### src/rtl/gcd_pkg.sv
// Shared types and constants for the streaming binary-GCD block.
// Holds the FSM encoding and the STRIP+REDUCE cycle bound.
package gcd_pkg;

    typedef enum logic [1:0] {
        IDLE   = 2'd0,
        STRIP  = 2'd1,
        REDUCE = 2'd2,
        DONE   = 2'd3
    } state_t;

    // Worst-case cycles spent in STRIP plus REDUCE for a width-bit operand pair.
    function automatic int step_bound(input int width);
        return 4 * width + 2;
    endfunction

endpackage

### src/rtl/gcd_stream_if.sv
// Operand/result handshake bundle for gcd_stream.
// The master side is the producer/consumer; the slave side is the GCD engine.
interface gcd_stream_if #(
    parameter int WIDTH = 8,
    parameter int CNT_W = $clog2(4 * WIDTH + 4)
);
    logic             in_valid;
    logic             in_ready;
    logic [WIDTH-1:0] x;
    logic [WIDTH-1:0] y;
    logic             out_valid;
    logic             out_ready;
    logic [WIDTH-1:0] res;
    logic [CNT_W-1:0] steps;
    logic             busy;

    modport master (
        output in_valid, x, y, out_ready,
        input  in_ready, out_valid, res, steps, busy
    );

    modport slave (
        input  in_valid, x, y, out_ready,
        output in_ready, out_valid, res, steps, busy
    );
endinterface

### src/rtl/gcd_step.sv
// One Stein reduction step: combinational next a/b/k for the current state.
// Latency 0 (pure combinational); no handshake of its own.
module gcd_step
    import gcd_pkg::*;
#(
    parameter  int WIDTH = 8,
    localparam int K_W   = $clog2(WIDTH)
) (
    input  state_t           state,
    input  logic [WIDTH-1:0] a,
    input  logic [WIDTH-1:0] b,
    input  logic [K_W-1:0]   k,
    output logic [WIDTH-1:0] a_nxt,
    output logic [WIDTH-1:0] b_nxt,
    output logic [K_W-1:0]   k_nxt,
    output logic             strip_end,
    output logic             red_done,
    output logic [WIDTH-1:0] gcd_val
);

    always_comb begin
        a_nxt     = a;
        b_nxt     = b;
        k_nxt     = k;
        strip_end = 1'b0;
        red_done  = 1'b0;
        // Shared factor of two is restored only once a and b meet.
        gcd_val   = a << k;
        case (state)
            STRIP: begin
                if (!a[0] && !b[0]) begin
                    a_nxt = a >> 1;
                    b_nxt = b >> 1;
                    k_nxt = k + K_W'(1);
                end else begin
                    strip_end = 1'b1;
                end
            end
            REDUCE: begin
                if (!a[0]) begin
                    a_nxt = a >> 1;
                end else if (!b[0]) begin
                    b_nxt = b >> 1;
                end else if (a == b) begin
                    red_done = 1'b1;
                end else if (a > b) begin
                    a_nxt = a - b;
                end else begin
                    b_nxt = b - a;
                end
            end
            default: ;
        endcase
    end

endmodule

### src/rtl/gcd_stream.sv
// Streaming binary GCD: accepts x/y on a ready/valid port, returns gcd and cycle count.
// Latency 1 + STRIP/REDUCE cycles (<= 4*WIDTH+2); in_ready only in IDLE, result held until out_ready.
module gcd_stream
    import gcd_pkg::*;
#(
    parameter int WIDTH = 8,
    parameter int CNT_W = $clog2(4 * WIDTH + 4)
) (
    input  logic          clk,
    input  logic          reset,
    gcd_stream_if.slave   io
);

    localparam int K_W   = $clog2(WIDTH);
    localparam int BOUND = step_bound(WIDTH);

    state_t           state_q, state_d;
    logic [WIDTH-1:0] a_q, a_d, b_q, b_d, res_q, res_d;
    logic [K_W-1:0]   k_q, k_d;
    logic [CNT_W-1:0] steps_q, steps_d;

    logic [WIDTH-1:0] a_nxt, b_nxt, gcd_val;
    logic [K_W-1:0]   k_nxt;
    logic             strip_end, red_done;

    gcd_step #(.WIDTH(WIDTH)) u_step (
        .state     (state_q),
        .a         (a_q),
        .b         (b_q),
        .k         (k_q),
        .a_nxt     (a_nxt),
        .b_nxt     (b_nxt),
        .k_nxt     (k_nxt),
        .strip_end (strip_end),
        .red_done  (red_done),
        .gcd_val   (gcd_val)
    );

    always_ff @(posedge clk or posedge reset) begin
        if (reset) begin
            state_q <= IDLE;
            a_q     <= '0;
            b_q     <= '0;
            k_q     <= '0;
            res_q   <= '0;
            steps_q <= '0;
        end else begin
            state_q <= state_d;
            a_q     <= a_d;
            b_q     <= b_d;
            k_q     <= k_d;
            res_q   <= res_d;
            steps_q <= steps_d;
        end
    end

    always_comb begin
        state_d = state_q;
        a_d     = a_q;
        b_d     = b_q;
        k_d     = k_q;
        res_d   = res_q;
        steps_d = steps_q;
        case (state_q)
            IDLE: begin
                if (io.in_valid) begin
                    a_d     = io.x;
                    b_d     = io.y;
                    k_d     = '0;
                    steps_d = '0;
                    // A zero operand short-circuits: gcd(0, n) = n.
                    if (io.x == '0 || io.y == '0) begin
                        res_d   = io.x | io.y;
                        state_d = DONE;
                    end else begin
                        state_d = STRIP;
                    end
                end
            end
            STRIP: begin
                a_d     = a_nxt;
                b_d     = b_nxt;
                k_d     = k_nxt;
                steps_d = steps_q + CNT_W'(1);
                if (strip_end) state_d = REDUCE;
            end
            REDUCE: begin
                a_d     = a_nxt;
                b_d     = b_nxt;
                steps_d = steps_q + CNT_W'(1);
                if (red_done) begin
                    res_d   = gcd_val;
                    state_d = DONE;
                end
            end
            DONE: begin
                if (io.out_ready) state_d = IDLE;
            end
            default: state_d = IDLE;
        endcase
    end

    assign io.in_ready  = (state_q == IDLE);
    assign io.out_valid = (state_q == DONE);
    assign io.busy      = (state_q == STRIP) || (state_q == REDUCE);
    assign io.res       = res_q;
    assign io.steps     = steps_q;

    a_step_bound: assert property (@(posedge clk) disable iff (reset)
        io.busy |-> (int'(steps_q) < BOUND));

endmodule

### src/flat_wrapper.sv
// flat-port wrapper written by rule: the top's interface ports become plain ports
module gcd_stream_flat import gcd_pkg::*;
#(
    parameter int WIDTH = 8,
    parameter int CNT_W = $clog2(4 * WIDTH + 4)
)
  (clk, reset, io_in_valid, io_x, io_y, io_out_ready, io_in_ready, io_out_valid, io_res, io_steps, io_busy);
  gcd_stream_if #(.WIDTH(WIDTH), .CNT_W(CNT_W)) io_i ();
  input  logic clk;
  input  logic reset;
  input wire logic [$bits(io_i.in_valid)-1:0] io_in_valid;
  input wire logic [$bits(io_i.x)-1:0] io_x;
  input wire logic [$bits(io_i.y)-1:0] io_y;
  input wire logic [$bits(io_i.out_ready)-1:0] io_out_ready;
  output wire logic [$bits(io_i.in_ready)-1:0] io_in_ready;
  output wire logic [$bits(io_i.out_valid)-1:0] io_out_valid;
  output wire logic [$bits(io_i.res)-1:0] io_res;
  output wire logic [$bits(io_i.steps)-1:0] io_steps;
  output wire logic [$bits(io_i.busy)-1:0] io_busy;
  assign io_i.in_valid = io_in_valid;
  assign io_i.x = io_x;
  assign io_i.y = io_y;
  assign io_i.out_ready = io_out_ready;
  assign io_in_ready = io_i.in_ready;
  assign io_out_valid = io_i.out_valid;
  assign io_res = io_i.res;
  assign io_steps = io_i.steps;
  assign io_busy = io_i.busy;
  gcd_stream #(.WIDTH(WIDTH), .CNT_W(CNT_W)) u_core (.clk(clk), .reset(reset), .io(io_i));
endmodule
### config.mk
export PLATFORM = sky130hd
export DESIGN_NAME = gcd_stream_flat
export DESIGN_NICKNAME = d
export VERILOG_FILES = /design/src/rtl/gcd_pkg.sv /design/src/rtl/gcd_stream_if.sv /design/src/rtl/gcd_step.sv /design/src/rtl/gcd_stream.sv /design/src/flat_wrapper.sv
export SDC_FILE = /design/constraint.sdc
export NUM_CORES = 1
export LEC_CHECK = 0
export CORE_MARGIN = 2
export CORE_UTILIZATION = 35
export DETAILED_ROUTE_END_ITERATION = 10
export GPL_TIMING_DRIVEN = 1
export PLACE_DENSITY = 0.61
export SLEW_MARGIN = 5
export SYNTH_ARGS = -nofsm -noshare
export SYNTH_HDL_FRONTEND = slang
export SYNTH_SLANG_ARGS = --single-unit
### constraint.sdc
create_clock -name clk -period 2.68 [get_ports clk]
set_input_delay 0.536 -clock clk [delete_from_list [all_inputs] [get_ports clk]]
set_output_delay 0.536 -clock clk [all_outputs]
set_load 0.005 [all_outputs]
# Word-level counts from Yosys, hierarchy flattened
# Cells that the tools add are included.
classes:
  eq_ne: 17
  mux: 37
  magnitude_cmp: 1
  shifts: 1
  n_bitwise: 1
  addsub: 4
  n_reduce_logical: 20
ops:
  columns: ["cell", "count"]
  rows:
  - ["8-bit two-way mux", 17]
  - ["8-bit case mux with 2 select lines", 3]
  - ["4-bit != test (second input constant)", 5]
  - ["8-bit logical NOT", 2]
  - ["8-bit subtractor", 2]
  - ["6-bit case mux with 2 select lines", 1]
  - ["4-bit AND reduction", 3]
  - ["6-bit AND reduction", 2]
  - ["2-bit two-way mux", 5]
  - ["8-bit == test", 1]
  - ["8-bit greater-than comparator", 1]
  - ["8-bit bitwise OR", 1]
  - ["2-bit case mux with 4 select lines", 1]
  - ["8-bit by 3-bit << shifter with 8-bit output", 1]
  - ["6-bit by 1-bit adder with 6-bit output (second input constant)", 1]
  - ["1-bit two-way mux", 6]
  - ["3-bit two-way mux", 2]
  - ["6-bit two-way mux", 1]
  - ["2-bit by 1-bit != test with 1-bit output (second input constant)", 3]
  - ["2-bit != test (second input constant)", 3]
  - ["3-bit case mux with 2 select lines", 1]
  - ["3-bit AND reduction", 2]
  - ["2-bit nonzero test", 3]
  - ["2-bit == test (second input constant)", 2]
  - ["10 further kinds", 12]
word_totals:
  reg_bits: 35
  output_inout_bits: 17

# Depth between registers and ports, before layout
# Gate-level depths: netlist (run 1).
logic_depth:
  depth_word: 7
  depth_mapped: 12
  mapped_depth_nobuf: 10

# Cells and area by module
# From an unflattened synthesis (run 1), not the netlist that was laid out.
unflattened:
  cells_unflattened: 426
  hier_area_um2: 3425.8
by_module_without_submodules:
  columns: ["module", "seq_area_each_um2", "instances", "cells_each", "area_per_inst_um2"]
  rows:
  - ["gcd_stream", 875.8, 1, 176, 1766.7]
  - ["gcd_step", 0.0, 1, 250, 1659.1]

# Worst setup path before layout (run 1)
# OpenSTA, ideal clock, no wires.
synth_path:
  path_kind: "flip-flop to flip-flop"
  start: "reg u_core.a_q[0]"
  end: "reg u_core.a_q[5]"
  n_path_buf: 2
  setup_time_ns: 0.127
  arrival_time_ns: 2.476
  path_stages_with_launch: 12
  setup_slack_ns: 0.076
  period_less_slack_ns: 2.604
  path_cell_list: "dfrtp_1 -> clkbuf_1 -> inv_1 -> ha_1 -> inv_1 -> fa_1 -> nand3_1 -> a21oi_1 -> o21a_1 -> o311ai_2 -> buf_4 -> mux2_1"
synth_between:
  elab_chain_len: 7
synth_lines:
  columns: ["element", "line", "rtl"]
  rows:
  - ["start, declared", "gcd_stream.sv:18", "logic [WIDTH-1:0] a_q, a_d, b_q, b_d, res_q, res_d;"]
  - ["start signal, assigned", "gcd_stream.sv:42", "a_q <= '0;"]
  - ["start signal, assigned", "gcd_stream.sv:49", "a_q <= a_d;"]
  - ["8-bit subtractor", "gcd_step.sv:47", "a_nxt = a - b;"]
  - ["8-bit two-way mux", "gcd_step.sv:46", "end else if (a > b) begin"]
  - ["8-bit two-way mux", "gcd_step.sv:44", "end else if (a == b) begin"]
  - ["8-bit two-way mux", "gcd_step.sv:42", "end else if (!b[0]) begin"]
  - ["8-bit two-way mux", "gcd_step.sv:40", "if (!a[0]) begin"]
  - ["8-bit two-way mux", null, null]
  - ["8-bit case mux with 2 select lines", "gcd_stream.sv:64", "case (state_q)"]
# Several ways; a longest one is shown, not always the timed one. The select of a mux whose other input is x is not followed.
# A chain may end at the register's enable or synchronous reset.

# Worst setup path in the final report (run 1)
layout_path:
  start: "reg u_core.state_q[1]"
  end: "out io_busy"
layout_between:
  elab_chain_len: 2
layout_lines:
  columns: ["element", "line", "rtl"]
  rows:
  - ["start, declared", "gcd_stream.sv:17", "state_t state_q, state_d;"]
  - ["start signal, assigned", "gcd_stream.sv:48", "state_q <= state_d;"]
  - ["2-bit by 1-bit == test with 1-bit output / 2-bit == test (equally long branches)", "gcd_stream.sv:105", "assign io.busy = (state_q == STRIP) || (state_q == REDUCE);"]
  - ["1-bit logical OR (*)", "gcd_stream.sv:105", null]
  - ["end, declared", "flat_wrapper.sv:19", "output wire logic [$bits(io_i.busy)-1:0] io_busy;"]
# Every way passes the cells marked *; elsewhere a longest branch is shown, timed or not.

==> results of run 1 <==
## flip-flops by register name, summed over array words and instances, names as in the netlist
register / count
u_core.state_q: 2
u_core.b_q: 8
u_core.k_q: 3
u_core.io.res: 8
u_core.a_q: 8
u_core.io.steps: 6
## cell families after synthesis
logic type | after synthesis | synth area share
compound gates | 106 | 0.248
xor+xnor | 10 | 0.0293
fa+ha+maj | 26 | 0.114
buf+inv | 46 | 0.0616
flops | 35 | 0.293
mux | 19 | 0.0771
simple gates | 112 | 0.177
## cells in the final DEF, fill, tap and decap left out, types with 7 or more instances in the layout
cell type        synthesis  layout
clkdlybuf4s50_1          0      36
mux2_2                  10      10
o31ai_1                 10      10
o21ai_0                 24      24
nand2_1                 37      37
nor3_1                  12      12
a21oi_1                 19      19
inv_1                   27      26
nor2_1                  27      27
a31oi_1                  7       7
ha_1                    24      23
nand3_1                  8       8
dfrtp_1                 35      35
xor2_1                   9       9
buf_4                    1      22
## layout make-up
cell class	instances	area, µm²	share of cell area
clock inverters	3	23.8	0.00647
multi-input cells	273	1950	0.530
clock buffers	5	68.8	0.0187
repair buffers	58	526	0.143
inverters	27	101	0.0276
flip-flops and latches	35	876	0.238
well taps	105	131	0.0358
## synthesized netlist by cell type (all sizes together), types with 7 or more instances
cell type and count:
a21oi 19, inv 27, nor2 28, clkbuf 10
xor2 9, nand3 8, o31ai 11, ha 24
buf 9, a31oi 7, dfrtp 35, nor3 12
o21ai 26, nand2 37, mux2 12
## where the power goes
part / internal, mW / switching, mW
Sequential: 0.788 / 0.244
Combinational: 1.90 / 2.36
Clock: 0.186 / 0.238
Total: 2.87 / 2.84
## critical path, stage by stage, from the launching register on
cell             delay, ns
dfrtp_1               0.43
inv_1                 0.10
ha_1                  0.50
clkdlybuf4s50_1       0.59
## per-layer routing
metal	global-route usage	wire [µm]	vias to the layer above
li1	-	-	1377
met1	0.285	3950	1307
met2	0.298	3890	92
met3	0.0264	481	15
met4	0.0610	158	0
met5	0	0	-
## stage by stage
| stage | util | power (mW) | setup slack (ns) | hold WS [ns] |
|---|---|---|---|---|
| after detailed placement | 0.431 | 5.19 | 0.119 | 0.477 |
| after global routing | 0.445 | 6.29 | 0.0367 | 0.506 |
| after floorplan | - | 3.92 | 0.0761 | 0.474 |
| after global placement | 0.431 | 5.16 | 0.184 | 0.476 |
| final | 0.445 | 5.71 | 0.228 | 0.481 |
| after CTS | 0.442 | 5.64 | 0.105 | 0.489 |
## repair_timing
action                                  CTS  global route
endpoints found under the setup margin    0             8
setup buffers                             0             0
hold endpoints to repair                  0             0
hold buffers                              0             0
resized for setup                         0             5
## worst paths after layout
check / to / slack, ns / cells past startpoint
setup / recovery: io_busy / 0.23 / 3
hold / removal: u_core.io.steps[5]$_DFFE_PP0P_ / 0.48 / 1
setup reg to reg: u_core.b_q[6]$_DFFE_PP0P_ / 0.25 / 10
hold reg to reg: u_core.io.steps[5]$_DFFE_PP0P_ / 0.48 / 1
max in group asynchronous: u_core.k_q[1]$_DFFE_PP0P_ / 1.67 / 3
min in group asynchronous: u_core.state_q[0]$_DFFE_PP0P_ / 0.65 / 3
==> flow_summary.toml, run 1 <==
[status]
status = "complete, no violations"

[sta]
rsz0062_at_grt = "false"
hold_viol = 0
worstMarginPinSlew_ns = 0.528
fin_skew_ns = 0.00765
relSlewSlack = 0.648
max_freq_ghz = 0.408
timing.final.crit_share = 0.915
fin_crit_ns = 2.45
tns_ns = 0
report.final.slew_viol_count = 0
setup_violations = 0

[placed_design]
place_inst = 498
port_buffers = 36
placed_cell_area_mm2 = 0.00356
hpwl_um = 6490
gp_congestion = 0.875

[synth]
synthTopCellsByArea = "dfrtp_1 (29%), ha_1 (10%), nand2_1 (4.7%)"
syn-cell-area_mm2 = 0.00299
synth_seq_cells = 35
ys_async_sr_fraction = 1.00
synthCells = 354
synth_flop_cell = "dfrtp_1"
yosysSeqAreaShare = 0.293
synth.largest_area_cell = "dfrtp_1"
synthDistinctLibCells = 57
ys_warn_count = 0
synthDominantCellAreaShare = 0.293
postSynthNetCount = 400
syn_avg_cell_area_um2 = 8.44
synth-edff-count = 0

[floorplan]
die_w_um = 96.4
fp.dieArea_mm2 = 0.00929
ioPinCount = 37
core_mm2 = 0.00826
row_count = 33
start_util = 0.362
dieHeight_um = 96.4

[layout]
fin_cells = 506
layout-drive-gt1-share = 0.142
nFillCells = 819
fin_area_mm2 = 0.00367
n_antenna_cell = 0
syn2layout_area_growth_pct = 23.0
fin_nets = 446

[critical_path]
critPathMaxFanout = 9
crit_arrival_ns = 1.92
critPathLaunchType = "flop"
worstSetupPathType = "reg2out"
crit_start = "u_core.state_q[1]$_DFFE_PP0P_"
worstReg2RegStart = "u_core.b_q[0]$_DFFE_PP0P_"
required_ns = 2.14
cp-end-kind = "output pin"

[grt]
first_global_vias = 2735
grt_pass1_wl_um = 13800
antenna_found_initial = 0
grt_usage = 0.195
grt_max_degree = 36
gr-total-overflow = 0

[run]
drv_cap = 0

[detailed_routing]
wirelength_um = 8480
vias = 2791
wire_per_inst_um = 16.8
drt-initial-drc-count = 182
firstDrtPassIters = 4
drcViolationCount = 0
vias_per_cell = 5.52
ant_nets = 0

[power]
irDropWorstVdd_mv = 0.474
p_leak_nw = 1.53
powerDensity_mw_per_mm2 = 1560

[clocking]
cts-buffers-inserted = 5
htree_levels = 2
clk_latency_ns = 0.30
cts_root_buf = "clkbuf_8"
cts_sinks = 35
cts_max_path_buffers = 2
path_clk_slew_ns = 0.09
tritoncts = "built"

[worst_hold_path]
hold_class = "reg2reg"
hold_start = "u_core.io.steps[5]$_DFFE_PP0P_"
Power figures use the tool's default switching activity.
==> run 2, diff against run 1 <==
- CAP_MARGIN: default -> 30
- SLEW_MARGIN: 5 -> 20
==> results of run 2 <==
Final layout, timing and power as in run 1 (identical DEF).
==> run 3, diff against run 2 <==
- REMOVE_ABC_BUFFERS: default -> 1
==> flow_summary.toml, run 3 (same netlist as run 1, synthesis figures left out) <==
[status]
status = "complete, no violations"

[detailed_routing]
drt-initial-drc-count = 193
ant_nets = 0
firstDrtPassIters = 4
wirelength_um = 8380
vias = 2792
wire_per_inst_um = 16.6
vias_per_cell = 5.54
drcViolationCount = 0

[clocking]
htree_levels = 2
path_clk_slew_ns = 0.08
cts_root_buf = "clkbuf_8"
cts_sinks = 35
cts-buffers-inserted = 5
clk_latency_ns = 0.29
hold_buffers = 0
tritoncts = "built"
cts_max_path_buffers = 2

[layout]
layout-drive-gt1-share = 0.138
fin_nets = 445
final_cell_mix = "nand2_1 (37), clkdlybuf4s50_1 (36), dfrtp_1 (35), nor2_1 (27), inv_1 (27)"
n_antenna_cell = 0
final_common_cell = "nand2_1"
fin_area_mm2 = 0.00365
syn2layout_area_growth_pct = 22.4

[sta]
fin_crit_ns = 2.50
fin_skew_ns = 0.00663
hold_viol = 0
timing.final.crit_share = 0.934
relSlewSlack = 0.621
setup_violations = 0
rsz0062_at_grt = "false"
max_freq_ghz = 0.400
setup_ws_ns = 0.177
worstMarginPinSlew_ns = 0.563
report.final.slew_viol_count = 0

[power]
p_leak_nw = 1.52
finalPower_mw = 5.66
powerDensity_mw_per_mm2 = 1550
irDropWorstVdd_mv = 0.671

[critical_path]
critPathTopFamily = "adder cells"
critPathLaunchType = "flop"
cp_slowest_cell = "fa_1"
required_ns = 2.85
crit_arrival_ns = 2.68
cp_slowest_stage_delay_ns = 0.46
worstSetupPathType = "reg2reg"
cp-end-kind = "flop"
path_common_cell = "inv_1"
cp.buffers_inverters = 3
worstPathCellList = "inv_1 -> ha_1 -> inv_1 -> fa_1 -> nand3_1 -> a21oi_1 -> o21a_1 -> o311ai_2 -> buf_4 -> mux2_1"
critPathMaxFanout = 11

[grt]
grt_max_degree = 36
first_global_vias = 2753
antenna_found_initial = 0
grt_pass1_wl_um = 13700
grt_usage = 0.193
gr-total-overflow = 0

[floorplan]
core_mm2 = 0.00826
fp.dieArea_mm2 = 0.00929
die_w_um = 96.4
dieHeight_um = 96.4
row_count = 33
start_util = 0.362
ioPinCount = 37

[placed_design]
gp_congestion = 0.923
port_buffers = 36
placed_cell_area_mm2 = 0.00355
hpwl_um = 6460
preCtsSetupSlack_ns = 0.164

[worst_hold_path]
hold_class = "reg2reg"

[run]
drv_cap = 0
-- run 3: cell types whose count changed in the layout (fill, tap and decap cells not counted), sizes merged --
cell,before,now
clkinvlp,2,0
inv,28,27
clkbuf,5,6
buf,22,21
clkinv,0,1
-- run 3: layout make-up --
type | instances | area [µm²]
Tap cell | 105 | 131
Timing Repair Buffer | 57 | 518
Multi-Input combinational cell | 273 | 1940
Clock buffer | 6 | 82.6
Clock inverter | 1 | 5.00
Sequential cell | 35 | 876
Inverter | 27 | 101
Fill cell | 843 | 4600
-- run 3: repair_timing --
item,4_1_cts,5_1_grt
gates resized for setup,0,4
setup buffers,0,0
endpoints found under the setup margin,0,7
-- run 3: final timing paths --
check / start / endpoint / slack [ns] / cells past startpoint
setup / recovery: u_core.a_q[0]$_DFFE_PP0P_ / u_core.a_q[6]$_DFFE_PP0P_ / 0.18 / 10
hold / removal: u_core.io.steps[5]$_DFFE_PP0P_ / u_core.io.steps[5]$_DFFE_PP0P_ / 0.48 / 1
setup reg to reg: u_core.a_q[0]$_DFFE_PP0P_ / u_core.a_q[6]$_DFFE_PP0P_ / 0.18 / 10
hold reg to reg: u_core.io.steps[5]$_DFFE_PP0P_ / u_core.io.steps[5]$_DFFE_PP0P_ / 0.48 / 1
max in group asynchronous: reset / u_core.a_q[3]$_DFFE_PP0P_ / 1.68 / 3
min in group asynchronous: reset / u_core.a_q[4]$_DFFE_PP0P_ / 0.65 / 3
-- run 3: layer usage --
| metal | track usage | routed length [µm] |
|---|---|---|
| met5 | 0 | 0 |
| met4 | 0.0528 | 132 |
| met3 | 0.0334 | 493 |
| met2 | 0.322 | 3980 |
| met1 | 0.258 | 3770 |
-- run 3: report_power, final --
group | switching (mW) | internal (mW)
Clock | 0.212 | 0.202
Sequential | 0.227 | 0.788
Combinational | 2.33 | 1.90
Total | 2.77 | 2.89
-- run 3: per-stage QoR --
| step | hold slack, ns | TNS [ns] | utilization | instances |
|---|---|---|---|---|
| final | 0.479 | 0 | 0.443 | 504 |
| after global placement | 0.471 | 0 | 0.430 | 497 |
| after global routing | 0.513 | 0 | 0.443 | 504 |
| after CTS | 0.489 | 0 | 0.441 | 504 |
| after floorplan | 0.474 | -0.00755 | - | 335 |
| after detailed placement | 0.478 | 0 | 0.430 | 497 |
==> patch 1: new RTL, config.mk and constraints of run 2 <==
`WIDTH` is set to 8 in 4 places; all go to 4.
--- a/src/rtl/gcd_stream_if.sv
+++ b/src/rtl/gcd_stream_if.sv
@@ -2,5 +2,5 @@
 // The master side is the producer/consumer; the slave side is the GCD engine.
 interface gcd_stream_if #(
-    parameter int WIDTH = 8,
+    parameter int WIDTH = 4,
     parameter int CNT_W = $clog2(4 * WIDTH + 4)
 );
--- a/src/rtl/gcd_step.sv
+++ b/src/rtl/gcd_step.sv
@@ -4,5 +4,5 @@
     import gcd_pkg::*;
 #(
-    parameter  int WIDTH = 8,
+    parameter  int WIDTH = 4,
     localparam int K_W   = $clog2(WIDTH)
 ) (
--- a/src/rtl/gcd_stream.sv
+++ b/src/rtl/gcd_stream.sv
@@ -4,5 +4,5 @@
     import gcd_pkg::*;
 #(
-    parameter int WIDTH = 8,
+    parameter int WIDTH = 4,
     parameter int CNT_W = $clog2(4 * WIDTH + 4)
 ) (
--- a/src/flat_wrapper.sv
+++ b/src/flat_wrapper.sv
@@ -2,5 +2,5 @@
 module gcd_stream_flat import gcd_pkg::*;
 #(
-    parameter int WIDTH = 8,
+    parameter int WIDTH = 4,
     parameter int CNT_W = $clog2(4 * WIDTH + 4)
 )
Interface: changed (resized io_res, io_steps, io_x and io_y); port bits go from 37 to 24. The function was not compared with the original's and may differ.
==> patch 1 against run 2 <==
Worst setup slack better by 0.13 ns. Total power is 49% lower. Cell count is 44% lower. Sequential cell count down 14. Routed wire length down 51%. Synthesized area down 40%. Clock skew down 0.00079 ns. Die area shrank 39%. Non-clock buffer count down 31. Design area decreased by 42%. Critical path depth is the same.
==> patch 1: results (changes against run 2) <==
- Syn Inst Count: 191 (-46%)
- FF-to-FF path depth: 5 (-5)
- Wire length on met1: 2.06 mm (-48%)
- Unique masters post-synth: 52 (-8.8%)
- Pleak: 0.930 nW (-39%)
- Met3 Use GR: 1.98% (-0.65 points)
- Synth Area in Adders: 12.8% (+1.4 points)
- Post-synthesis net count: 220 (-45%)
- GRT Overall Usage: 16.1% (-3.4 points)
- Final wirelength: 4.16 mm (-51%)
- Sequential fraction of the synthesis area: 29.5% (+0.21 points)
- Placement Setup Slack: 0.254 ns (+0.136 ns)
- Period utilization: 86.5% (-5.0 points)
- Nets: 244 (-45%)
- Clock root cell: clkbuf_8
- Clock Latency Late Sink: 0.27 ns (-0.03 ns)
- CP arrival: 1.78 ns (-0.14 ns)
- Final HPWL DP: 3.23 mm (-50%)
- Met2 Usage GRT: 26.1% (-3.7 points)
- Top post-synthesis cells by area: dfrtp_1 30%, ha_1 11%, mux2_2 3.8%
- Fin Hold WS: 0.451 ns (-0.0296 ns)
- Met2 wire len: 1.90 mm (-51%)
- Iter 0 DRT Violations: 95 (-48%)
- Non-Filler Instances: 281 (-44%)
- WL met3: 130 um (-73%)
- Mux share of post-synthesis cell area: 10.8% (+3.1 points)
- CP Capture Point: io_busy
- Share of layout cells above drive strength 1: 10.7% (-3.5 points)
- Final GP Congestion: 0.821 (-6.2%)
- Switching share of total power: 46.3% (-3.4 points)
- Worst R2R End: u_core.io.res[0]
- Clock Pin Slew Worst Setup and Hold Paths: 0.09 ns (about the same)
- Outcome: complete, no violations
- Maximum fanout along the worst path: 8 (-1)
- Largest net degree at the start of global routing: 19 (-47%)
- Hold/Removal Path Class: primary input to asynchronous set/reset pin
- Drt pass-1 iters: 4 (unchanged)
- Clock skew: 0.00686 ns (-0.000789 ns)
- Area post-placement: 2080 um2 (-42%)
- Via count: 1488 (-47%)
- Compound-gate portion of the synthesized area: 19.6% (-5.2 points)
- IO buf count: 23 (-36%)
- Peak supply drop: 0.369 mV (-22%)
- Reg-to-reg startpoint: u_core.a_q[2]
- First-pass GRT wire length: 6.97 mm (-50%)
- Grt met1 use: 22.3% (-6.2 points)
- Slew HR: 70.9% (+6.1 points)
- H-Tree Depth: 1 (-1)
- Synth cell count leaders: 21 x dfrtp_1, 17 x inv_1, 15 x ha_1, 13 x nand2_1, 9 x o21ai_0
- XOR/XNOR Fraction of Synth Area: 0.985% (-1.9 points)
- Clock buffer count from CTS: 3 (-2)
## patch 1: cell count changes after synthesis, sizes merged, moves of 8 or more
cell	before	now
nand2	37	13
a21oi	19	3
inv	27	17
nor2	28	8
ha	24	15
dfrtp	35	21
xor2	9	0
o21ai	26	10
o31ai	11	3
## patch 1: final cells by class
class                           instances  area (um2)
Multi-Input combinational cell        145        1140
Inverter                               17        63.8
Sequential cell                        21         526
Timing Repair Buffer                   27         260
Clock buffer                            3        41.3
Tap cell                               67        83.8
Clock inverter                          1        5.00
Fill cell                             508        2690
## patch 1: power groups by stage
stage          sequential, mW  combinational [mW]  clock (mW)
6_report                0.613                2.07       0.222
5_1_grt                 0.634                2.32       0.236
4_1_cts                 0.612                2.08       0.228
3_5_place_dp            0.619                2.07           0
3_3_place_gp            0.614                2.06           0
2_1_floorplan           0.568                1.59           0
## patch 1: worst max-delay path, cell delays in order, from the launching register on
cell	delay, ns
dfrtp_1	0.45
inv_1	0.09
ha_1	0.43
clkdlybuf4s50_1	0.55
==> patch 2: new RTL, flow settings as in run 2 <==
Without the edit above. Take the reset off `a_q`, `b_q` and `res_q` and load them in a clocked block of their own.
--- a/src/rtl/gcd_stream.sv
+++ b/src/rtl/gcd_stream.sv
@@ -40,17 +40,17 @@
         if (reset) begin
             state_q <= IDLE;
-            a_q     <= '0;
-            b_q     <= '0;
             k_q     <= '0;
-            res_q   <= '0;
             steps_q <= '0;
         end else begin
             state_q <= state_d;
-            a_q     <= a_d;
-            b_q     <= b_d;
             k_q     <= k_d;
-            res_q   <= res_d;
             steps_q <= steps_d;
         end
+    end
+
+    always_ff @(posedge clk) begin
+        a_q   <= a_d;
+        b_q   <= b_d;
+        res_q <= res_d;
     end
 
Formal check against the unedited RTL: not equivalent (a bounded check fails within 4 cycles, from zero or initial values and one cycle with reset high).
==> patch 2 against run 2 <==
Design area fell by 0.41%. Via count decreased by 6.3%. Sequential cell count is the same. Count of clock-buffer cells in the layout up 2. Synthesized area decreased by 2.4%. Highest routed layer unchanged. Routed wire length fell by 5.1%. Sequential share of layout area increased by 3.4 points. Worst setup slack worse by 0.12 ns.
Power is left out: it rests on default switching activity, and per cell area and clock period it moved more than threefold.
==> patch 2: results (changes against run 2) <==
- Outcome: complete, no violations
- Synth Area in Adders: 11.2% (-0.15 points)
- Clock Buffer Count: 7 (+2)
- Via count: 2615 (-6.3%)
- Maximum fanout along the worst path: 8 (-1)
- Final GP Congestion: 0.919 (+4.9%)
- Compound-gate portion of the synthesized area: 23.6% (-1.2 points)
- Multi-input gates: 239 (-12%)
- Fin Hold WS: 0.517 ns (+0.0358 ns)
- Invs w/o clock: 38 (+41%)
- Synth cell count leaders: 37 x inv_1, 37 x nand2_1, 24 x edfxtp_1, 23 x a21oi_1, 23 x ha_1
- Clock skew: 0.00293 ns (-0.00473 ns)
- Multi-input gate area: 1720 um2 (-12%)
- CP Capture Point: u_core.io.res[5]
- First-pass GRT wire length: 12.8 mm (-7.8%)
- Flop2flop setup slack: 0.11 ns (-0.14 ns)
- CP arrival: 2.59 ns (+0.67 ns)
- FF-to-FF path depth: 8 (-2)
- Buffers excl. clock: 61 (+5.2%)
- Post-Route Utilization: 45.0% (+0.49 points)
- Post-synthesis net count: 375 (-6.3%)
- Largest net degree at the start of global routing: 26 (-28%)
- Final wirelength: 8.05 mm (-5.1%)
- Reg area: 996 um2 (+14%)
- Unique masters post-synth: 62 (+8.8%)
- Sequential fraction of the synthesis area: 34.2% (+4.9 points)
- Area of the core: 8130 um2 (-1.5%)
- EDFF count, synth: 24 (+24)
- Placement Setup Slack: 0.0453 ns (-0.0735 ns)
- Share of layout cells above drive strength 1: 14.2% (-0.041 points)
- Mux share of post-synthesis cell area: 3.86% (-3.8 points)
- Hold_sp: u_core.io.steps[4]
- Num sequential: 35 (unchanged)
- GRT Overall Usage: 18.5% (-0.97 points)
- Area post-placement: 3500 um2 (-1.6%)
- Non-Filler Instances: 486 (-4.0%)
- ClkCell Share: 3.08% (+0.56 points)
- Placed insts: 475 (-4.6%)
- Iter 0 DRT Violations: 152 (-16%)
- Reg-to-reg startpoint: u_core.b_q[0]
## patch 2: changes by cell type after synthesis, moves of 7 or more
cell,change
dfrtp_1,-24
nor2_1,-8
o31ai_1,-7
inv_1,+10
mux2_2,-8
o21ai_0,-8
nand3_1,+10
edfxtp_1,+24
xor2_1,-7
## patch 2: metal layers
layer / part of all wire, % / track usage (%) / routed length [um] / up-vias
met5: 0 / 0 / 0 / -
met3: 4.6 / 3.00 / 373 / 13
met4: 2.1 / 6.28 / 167 / 0
met2: 47 / 31.4 / 3780 / 70
li1: - / - / - / 1287
met1: 46 / 23.9 / 3730 / 1245
## patch 2: critical path, stage by stage (launching register included)
cell,delay [ns]
edfxtp_1,0.42
buf_4,0.18
inv_1,0.08
ha_1,0.28
nand4b_1,0.32
o41ai_2,0.50
nand2_1,0.09
nor3b_1,0.22
buf_4,0.21
## patch 2: repair_timing
| item | 4_1_cts | 5_1_grt |
|---|---|---|
| setup endpoints to repair | 0 | 12 |
| buffers inserted | 0 | 3 |
| gates resized for setup | 0 | 3 |
